[src/rtl/decode_issue_sequencer.sv]
// Issue sequencer between the instruction queue and decode/rename: splits
// two-uop ops into first/second halves and serializes privileged ops.
module decode_issue_sequencer #(
  parameter int DATA_W = 64,
  parameter int CNT_W  = 32
) (
  input  logic              clk,
  input  logic              resetn,
  input  logic              flush,
  input  logic              in_valid,
  output logic              in_ready,
  input  logic [DATA_W-1:0] in_data,
  input  logic              in_two_uop,
  input  logic              in_serial,
  output logic              out_valid,
  input  logic              out_ready,
  output logic [DATA_W-1:0] out_data,
  output logic              out_is_inst2,
  output logic              out_serial,
  input  logic              rob_empty,
  input  logic              serial_commit,
  output logic              busy,
  output logic [CNT_W-1:0]  stall_cnt,
  output logic [1:0]        state_dbg
);

  // Handshake: a transfer happens on a rising clk edge where valid && ready.
  // The output side holds out_valid/out_data stable until out_ready is seen.
  typedef enum logic [1:0] {
    RUN         = 2'd0,
    SECOND      = 2'd1,
    DRAIN       = 2'd2,
    SERIAL_WAIT = 2'd3
  } state_t;

  state_t            state, state_n;
  logic [DATA_W-1:0] hold;
  logic [DATA_W-1:0] load_data;
  logic              adv, accept;
  logic              load, load_inst2, load_serial, hold_load;

  assign adv       = !out_valid || out_ready;
  assign in_ready  = (state == RUN) && adv && !flush;
  assign accept    = in_valid && in_ready;
  assign busy      = (state != RUN);
  assign state_dbg = state;

  always_comb begin
    state_n     = state;
    load        = 1'b0;
    load_data   = hold;
    load_inst2  = 1'b0;
    load_serial = 1'b0;
    hold_load   = 1'b0;
    case (state)
      RUN: begin
        if (accept) begin
          if (in_serial) begin
            // Serial op parks in hold; it issues only once the backend drains.
            hold_load = 1'b1;
            state_n   = DRAIN;
          end else if (in_two_uop) begin
            load      = 1'b1;
            load_data = in_data;
            hold_load = 1'b1;
            state_n   = SECOND;
          end else begin
            load      = 1'b1;
            load_data = in_data;
          end
        end
      end
      SECOND: begin
        if (adv) begin
          load       = 1'b1;
          load_inst2 = 1'b1;
          state_n    = RUN;
        end
      end
      DRAIN: begin
        if (adv && rob_empty) begin
          load        = 1'b1;
          load_serial = 1'b1;
          state_n     = SERIAL_WAIT;
        end
      end
      SERIAL_WAIT: begin
        if (serial_commit) state_n = RUN;
      end
      default: state_n = RUN;
    endcase
    if (flush) state_n = RUN;
  end

  always_ff @(posedge clk or negedge resetn) begin
    if (!resetn) state <= RUN;
    else         state <= state_n;
  end

  always_ff @(posedge clk or negedge resetn) begin
    if (!resetn) begin
      out_valid    <= 1'b0;
      out_data     <= '0;
      out_is_inst2 <= 1'b0;
      out_serial   <= 1'b0;
    end else if (flush) begin
      out_valid    <= 1'b0;
      out_is_inst2 <= 1'b0;
      out_serial   <= 1'b0;
    end else if (adv) begin
      out_valid    <= load;
      out_is_inst2 <= load && load_inst2;
      out_serial   <= load && load_serial;
      if (load) out_data <= load_data;
    end
  end

  always_ff @(posedge clk or negedge resetn) begin
    if (!resetn)        hold <= '0;
    else if (hold_load) hold <= in_data;
  end

  always_ff @(posedge clk or negedge resetn) begin
    if (!resetn) begin
      stall_cnt <= '0;
    end else if ((state == DRAIN || state == SERIAL_WAIT) && (stall_cnt != '1)) begin
      stall_cnt <= stall_cnt + 1'b1;
    end
  end

endmodule

[config.mk]
export PLATFORM = sky130hd
export DESIGN_NAME = decode_issue_sequencer
export DESIGN_NICKNAME = d
export VERILOG_FILES = /design/src/rtl/decode_issue_sequencer.sv
export SDC_FILE = /design/constraint.sdc
export NUM_CORES = 1
export LEC_CHECK = 0
export CORE_MARGIN = 2
export CORE_UTILIZATION = 35
export DETAILED_ROUTE_END_ITERATION = 10
export PLACE_DENSITY = 0.63
export REMOVE_ABC_BUFFERS = 1
export SLEW_MARGIN = 0
export SYNTH_ARGS = -nofsm -noshare
export SYNTH_HDL_FRONTEND = slang
export SYNTH_SLANG_ARGS = --single-unit
[constraint.sdc]
create_clock -name clk -period 2.45 [get_ports clk]
set_clock_uncertainty 0.05 [all_clocks]
set_input_delay 0.49 -clock clk [delete_from_list [all_inputs] [get_ports clk]]
set_output_delay 0.49 -clock clk [all_outputs]
set_load 0.02 [all_outputs]
### After elaboration in Yosys (flattened, before gate mapping)

Index checks and enable logic that the tools add are counted.

| storage, ports and cells | value |
|---|---|
| register bits | 165 |
| word-level logic and storage cells | 62 |

| operators by class | value |
|---|---|
| add/subtract/negate cells | 1 |
| eq/ne operators | 9 |
| multiplexer cells | 28 |
| bitwise gates (word level) | 1 |
| reductions and logical operators | 16 |

Operators with widths:

| cell | count |
|---|---|
| 2-to-1 mux 64 bit | 3 |
| adder 32 x 1 -> 32 bit, second input constant | 1 |
| != test 32 bit, second input constant | 1 |
| 2-to-1 mux 1 bit | 16 |
| 2-to-1 mux 2 bit | 7 |
| != test 3 bit, second input constant | 4 |
| one-hot mux 2 bit (4 select lines) | 1 |
| logical AND 1 bit | 7 |
| AND reduction 5 bit | 1 |
| == test 2 bit, second input constant | 2 |
| != test 4 bit, second input constant | 1 |
| nonzero test 2 bit | 2 |
| one-hot mux 1 bit (3 select lines) | 1 |
| AND reduction 3 bit | 1 |
| == test 2 x 1 -> 1 bit, second input constant | 1 |
| zero test 1 bit | 2 |
| zero test 2 bit | 1 |
| logical OR 1 bit | 2 |
| NOT 1 bit | 1 |

### Longest topological paths before layout

| logic depth | value |
|---|---|
| depth after elaboration | 10 |
| gate-level depth with buffers | 9 |
| gate-level depth less buffers | 6 |

### Least setup slack after synthesis

Ideal clock, no wire load.

| timing path | value |
|---|---|
| path kind | register to register |
| start point | register state[1] (netlist: state_dbg[1]) |
| end point | register hold[10] |
| library setup time | 0.125 ns |
| data arrival time | 1.979 ns |
| required time | 2.275 ns |
| slack | 0.297 ns |
| cell stages (with the launch flop) | 7 |
| path buffers | 3 |
| clock period less this slack | 2.153 ns |
| path through | dfrtp_1 > buf_2 > nor4_4 > o211a_1 > buf_2 > buf_4 > mux2_2 |

| between the ends | value |
|---|---|
| longest elaborated chain between the ends | 6 |

RTL lines:

| element | line | text |
|---|---|---|
| from (decl) | 36 | `state_t state, state_n;` |
| from (signal assigned) | 97 | `else state <= state_n;` |
| zero test 2 bit | 43 | `assign in_ready = (state == RUN) && adv && !flush;` |
| logical AND 1 bit (2 in a row) | 43 |  |
| named net in_ready | 11 | `output logic in_ready,` |
| logical AND 1 bit | 44 | `assign accept = in_valid && in_ready;` |
| 2-to-1 mux 1 bit | 57 | `if (accept) begin` |
| 2-to-1 mux 1 bit | 55 | `case (state)` |
| to (signal assigned) | 120 | `else if (hold_load) hold <= in_data;` |
| to (decl) | 37 | `logic [DATA_W-1:0] hold;` |

The timed path passes the listed nets, and every way through them passes these cells.
A chain may end at the register's enable or synchronous reset.

### Final worst setup path

| timing path | value |
|---|---|
| start point | register state[0] (netlist: state_dbg[0]) |
| end point | output port busy |

| between the ends | value |
|---|---|
| longest elaborated chain between the ends | 1 |

RTL lines:

| element | line | text |
|---|---|---|
| nonzero test 2 bit | 45 | `assign busy = (state != RUN);` |
| to (decl) | 22 | `output logic busy,` |

No other way between the ends.

==> metrics.txt <==
status finished, final reports clean; Layout area overhead 39.1%; worst-case clock buffer depth 2; Synth Flop Type dfrtp_1; hpwl dp roughly 12 mm; number of antenna-violating nets in the routed design 0; share of cells above drive strength 1 ~17%; Lkg Pwr 0.00412 uW; vias per cell between 4 and 5; Worst path max stage delay approximately 0.53 ns; Starting DRT DRC Count roughly 140; CTS resizes 0; top cells by area, synth dfrtp_1, mux2_2, mux2i_1; syn_area_per_cell about 12 um^2; async set or reset register ratio after synthesis between 90% and 100%; CTS HTree Levels 4; register area share after synthesis 57.5%; PD cells 958 nW/um^2; later-pin clock latency in the skew report approximately 0.42 ns; DIE WIDTH 147 um; Yosys warning count 0; CTS tree built; Overflow after GRT 0; first-pass GRT wire length 28.4 mm; Commonest cells post-synth dfrtp_1, nand2_1, mux2_2; crit-path max FO 10; CP max-delay cell clkdlybuf4s50_1; Synth Register Bits about 170; Post-Synthesis Cell Area between 7000 and 8000 um^2; worst hold margin around 0.029 ns; Final WS setup between 0.15 and 0.2 ns; Hold Buf Count CTS 0; Die Y-Extent roughly 150 um; total global-route track usage approximately 16%; fin crit share between 90% and 100%; largest net degree at the start of global routing 69; Ports 176; Core Area 20200 um^2; Cell Chain, Critical Path or2_2 > clkdlybuf4s50_1; RSZ-0062 raised after global routing false; clk sinks 165; initial antenna violation count 0; critical path arrival around 1.8 ns; Synth area leader dfrtp_1; Max VDD drop approximately 0.46 mV; wire per inst approximately 16 um; DR DRC count 0; row count between 50 and 60; IO buf count about 180; final setup fails 0; Req. time, crit path approximately 1.9 ns; Fill cells 1774; Synth Instances about 590; number of synthesized flops with an enable pin 0; FF+latch area around 4100 um^2; Multi-input gate area between 2000 and 3000 um^2; first-pass iteration count of the detailed router 4; die area around 22000 um^2; count of different cell masters after synthesis 47; Post-CTS Setup Bufs 0; CP Launch Type flop; R2R setup slack around 0.35 ns; CP Class flop to output pin; RD Place Congestion around 0.81; Starting Density 35.6%; GR Util met1 a little over a fifth; Place WS ~0.074 ns; DRT Wirelength around 17 mm; GRT met3 Usage 5.43%; worst hold-check path type input port to asynchronous set/reset pin; antenna diode count 0; CTS clk-pin slew, worst paths ~0.070 ns; Tightest Pin Transition around 0.67 ns; Max Slew Vio Count 0; routing usage on met2 between 20% and 30%; CTS Buf Count 17; most numerous cell in the Yosys netlist dfrtp_1; vias in the first global route around 5.4k; fin crit period ~2.3 ns; Max Cap Viol 0; Layout Nets about 850; post-synth top area share 57.5%; Root Buffer clkbuf_16; Max-Slew Margin vs Limit between 50% and 60%; Fin. Hold Viols 0; via count ~5k; maximum clock rate approximately 440 MHz; crit path capture type output pin; global route hottest layer met2
-- cell type report --
cell class / instances / area share, %
Inverter: 6 / 0.225
Sequential cell: 165 / 41.3
Timing Repair Buffer: 196 / 20.4
Clock buffer: 17 / 4.26
Tap cell: 270 / 3.38
Clock inverter: 15 / 1.89
Multi-Input combinational cell: 385 / 28.6
-- logic make-up after synthesis --
| kind of cell | Yosys count | share of synthesized area, % |
|---|---|---|
| flip-flops | 165 | 57.5 |
| AND/OR/NAND/NOR | 142 | 10.3 |
| multiplexers | 129 | 19.1 |
| AO/OA/AOI/OAI | 85 | 6.46 |
| buffers and inverters | 38 | 3.08 |
| XOR/XNOR | 28 | 3.41 |
| adder cells (fa/ha/maj) | 1 | 0.174 |
-- routing by layer --
metal,vias to the layer above,share of wire [%]
met3,21,7.4
met4,0,1.6
met1,2521,44
met2,146,47
met5,-,0
li1,2434,-
-- metrics by stage --
step	instance area, um^2	TNS (ns)	std cells	power [uW]	utilization (%)
after floorplan	6990	-132.08	556	5390	-
after global placement	9380	0	1022	6800	46.5
after detailed placement	9380	0	1022	6930	46.5
after CTS	9990	0	1054	9710	49.6
after global routing	10000	0	1054	10100	49.6
final	10000	0	1054	9570	49.6
-- critical path, delay by kind of cell (launching register included) --
kind,cells,cell delay (ns)
and+or+nand+nor,1,0.32
buffers and inverters,1,0.53
DFF,1,0.49
-- worst paths after layout --
check | from | end | cells after the start
worst max-delay path | state_dbg[0] | busy | 2
worst min-delay path | resetn | out_data[44] | 1
worst max register to register | stall_cnt[0] | stall_cnt[1] | 5
worst min register to register | out_data[14] | out_data[14] | 2
max in group asynchronous | resetn | out_data[47] | 2
min in group clk | out_data[14] | out_data[14] | 2
-- cells in the final DEF, fill, tap and decap left out, types with 6 or more instances in the layout --
master / instances
o21ai_1: 44
nor2_1: 12
nand2_1: 73
dfrtp_1: 165
mux2_2: 65
clkbuf_16: 17
and3_1: 6
nand3_1: 10
mux2i_1: 64
a21oi_1: 6
xor2_1: 8
nand4_1: 14
o21ai_0: 23
xnor2_1: 20
buf_4: 11
buf_12: 10
clkdlybuf4s50_1: 173
-- sequential cells by signal, summed over array words and instances, names as in the netlist --
register      count
out_serial        1
hold             64
state_dbg         2
out_data         64
out_is_inst2      1
stall_cnt        32
out_valid         1
-- power breakdown --
part	total, uW	leakage, uW	switching, uW	internal [uW]
Clock	2740	0.000295	1190	1550
Sequential	3930	0.00206	448	3490
Combinational	2900	0.00176	1410	1490
Total	9570	0.00412	3050	6530
(Power assumes the default switching activity.)
==> variant (same flow settings) <==
The parameter `DATA_W` goes from 64 to 32.
--- a/src/rtl/decode_issue_sequencer.sv
+++ b/src/rtl/decode_issue_sequencer.sv
@@ -1,7 +1,7 @@
 // Issue sequencer between the instruction queue and decode/rename: splits
 // two-uop ops into first/second halves and serializes privileged ops.
 module decode_issue_sequencer #(
-  parameter int DATA_W = 64,
+  parameter int DATA_W = 32,
   parameter int CNT_W  = 32
 ) (
   input  logic              clk,
Ports: changed (resized in_data and out_data); port bits go from 176 to 112. The function was not compared with the original's and may differ.
==> variant against the original RTL <==
Clock power decreased by 49%. Wire length is 40% lower. Area after synthesis fell by 36%. Sequential power fell by 43%. Hold slack better by 44 ps. Via count is 34% lower. Total power decreased by 48%. Global-route usage is 0.69 points lower. Cell area shrank 37%. Count of clock-buffer cells in the layout fell by 7. Critical path depth did not move. Sequential cell count is 64 lower. Setup slack improved by 62 ps.
==> variant: results <==
run_status:
  status: "finished clean"
cells_and_area:
  multi_input_area_um2: 1970
  reg.largest.list: "hold (32), out_data (32), stall_cnt (32)"
  fillers: 1186
  drive_above_1_share_pct: 14.6
  fin_nets: 553
  diodes: 0
logic_synthesis:
  synth_cell_types: 39
  synth_compound_area_share_pct: 4.49
  ys_async_sr_fraction_pct: 100
  synth_xor_area_share_pct: 5.68
  yosysWarnings: 0
  avgSynthCellArea_um2: 11.7
  synthTopCellsByCount: "101 x dfrtp_1, 46 x nand2_1, 32 x mux2_2, 32 x mux2i_1, 31 x o21ai_1"
  synth_area_leaders: "dfrtp_1 55%, mux2_2 7.8%, mux2i_1 6.9%"
  synthAdderAreaFrac_pct: 0.270
  ys_seq_area_share_pct: 54.6
  muxShareOfSynthArea_pct: 15.4
  synth_flop_cell: "dfrtp_1"
placement:
  hpwlAfterDp_mm: 7.20
  placed_area_um2: 5980
  dp_cells: 676
  io_buffer_count: 111
  place.gp.congestion: 0.820
power:
  p_leak_nw: 2.66
  p_sw_mw: 1.50
  ir_drop_mv: 0.402
clocking:
  cts_root_buf: "clkbuf_16"
  insertion_delay_ps: 350
  cts_buffers: 9
  cts.clk_slew.worst_paths_ps: 70
  postCtsSetupBuffers: 0
  clock_path_buffers: 2
  cts_max_level: 3
drt:
  vias_per_cell: 4.88
  drt_iter0_drc: 159
  vias: 3374
  drtPass1Iterations: 4
  routed_wl_mm: 10.3
global_routing:
  antenna_found_initial: 0
  grt_use_met2_pct: 24.8
  grt_pass1_wl_mm: 17.7
  grt_util_all_layers_pct: 15.7
  met1_usage_pct: 19.8
  grt_max_degree: 47
  grt_util_met3_pct: 6.08
  grt_pass1_vias: 3545
critical_path:
  critPathLaunch: "state_dbg[0]"
  path_max_fanout: 5
  arrival_ps: 1700
  rr_startpoint: "stall_cnt[0]"
  rrSetupSlack_ps: 250
timing:
  fin_tns_setup_ps: 0
  worst_slew_pin_slew_ps: 551
worst_hold_path:
  hp-class: "input port to async pin"
## variant: changes by cell type after synthesis, moves of 5 or more
cell / before / now
dfrtp_1: 165 / 101
mux2_2: 65 / 32
mux2i_1: 64 / 32
nand2_1: 73 / 46
o21ai_0: 23 / 4
o21ai_1: 44 / 31
xor2_1: 8 / 20
xnor2_1: 20 / 10
buf_4: 8 / 0
nor3_1: 5 / 10
## variant: final timing paths
kind	to	cells past startpoint
worst max-delay path	busy	2
worst min-delay path	out_data[25]	1
worst max register to register	stall_cnt[15]	7
worst min register to register	hold[19]	1
max in group asynchronous	out_data[31]	2
min in group clk	hold[19]	1
## variant: final cells by class
class,instances,area share [%]
Clock inverter,5,0.997
Clock buffer,10,3.65
Inverter,3,0.179
Timing Repair Buffer,125,19.9
Multi-Input combinational cell,271,31.5
Sequential cell,101,40.3
Tap cell,176,3.51
## variant: critical path: stages, from the launching register on
cell and delay, ps:
dfrtp_1 410, or2_1 280, clkdlybuf4s50_1 660
## variant: power by group through the flow
stage / Clock [mW] / Sequential [mW] / Combinational (mW)
2_1_floorplan: 0 / 2.51 / 0.444
3_3_place_gp: 0 / 2.26 / 1.38
3_5_place_dp: 0 / 2.28 / 1.40
4_1_cts: 1.45 / 2.25 / 1.40
5_1_grt: 1.53 / 2.30 / 1.50
6_report: 1.40 / 2.24 / 1.38
## variant: per-stage QoR
step | power [mW] | setup slack (ps) | hold WS, ps
after floorplan | 2.95 | -936 | 144
after global placement | 3.64 | 129 | 416
after detailed placement | 3.68 | 121 | 425
after CTS | 5.11 | 187 | 86.9
after global routing | 5.33 | 95.2 | 99.8
final | 5.02 | 215 | 72.3
## variant: logic make-up after synthesis
| group | after synthesis |
|---|---|
| AOI/OAI and AO/OA | 41 |
| xor gates and xnor gates | 30 |
| adders and majority gates | 1 |
| buffers and inverters | 24 |
| DFF | 101 |
| muxes | 66 |
| and+or+nand+nor | 133 |
## variant: timing repair
action	in CTS	in global routing
setup endpoints to repair	1	0
hold endpoints to repair	0	0
gates resized for setup	1	0
## variant: per-layer routing
metal | up-vias | wire (µm)
li1 | 1620 | -
met1 | 1646 | 4720
met2 | 94 | 4720
met3 | 14 | 651
met4 | 0 | 189
met5 | - | 0
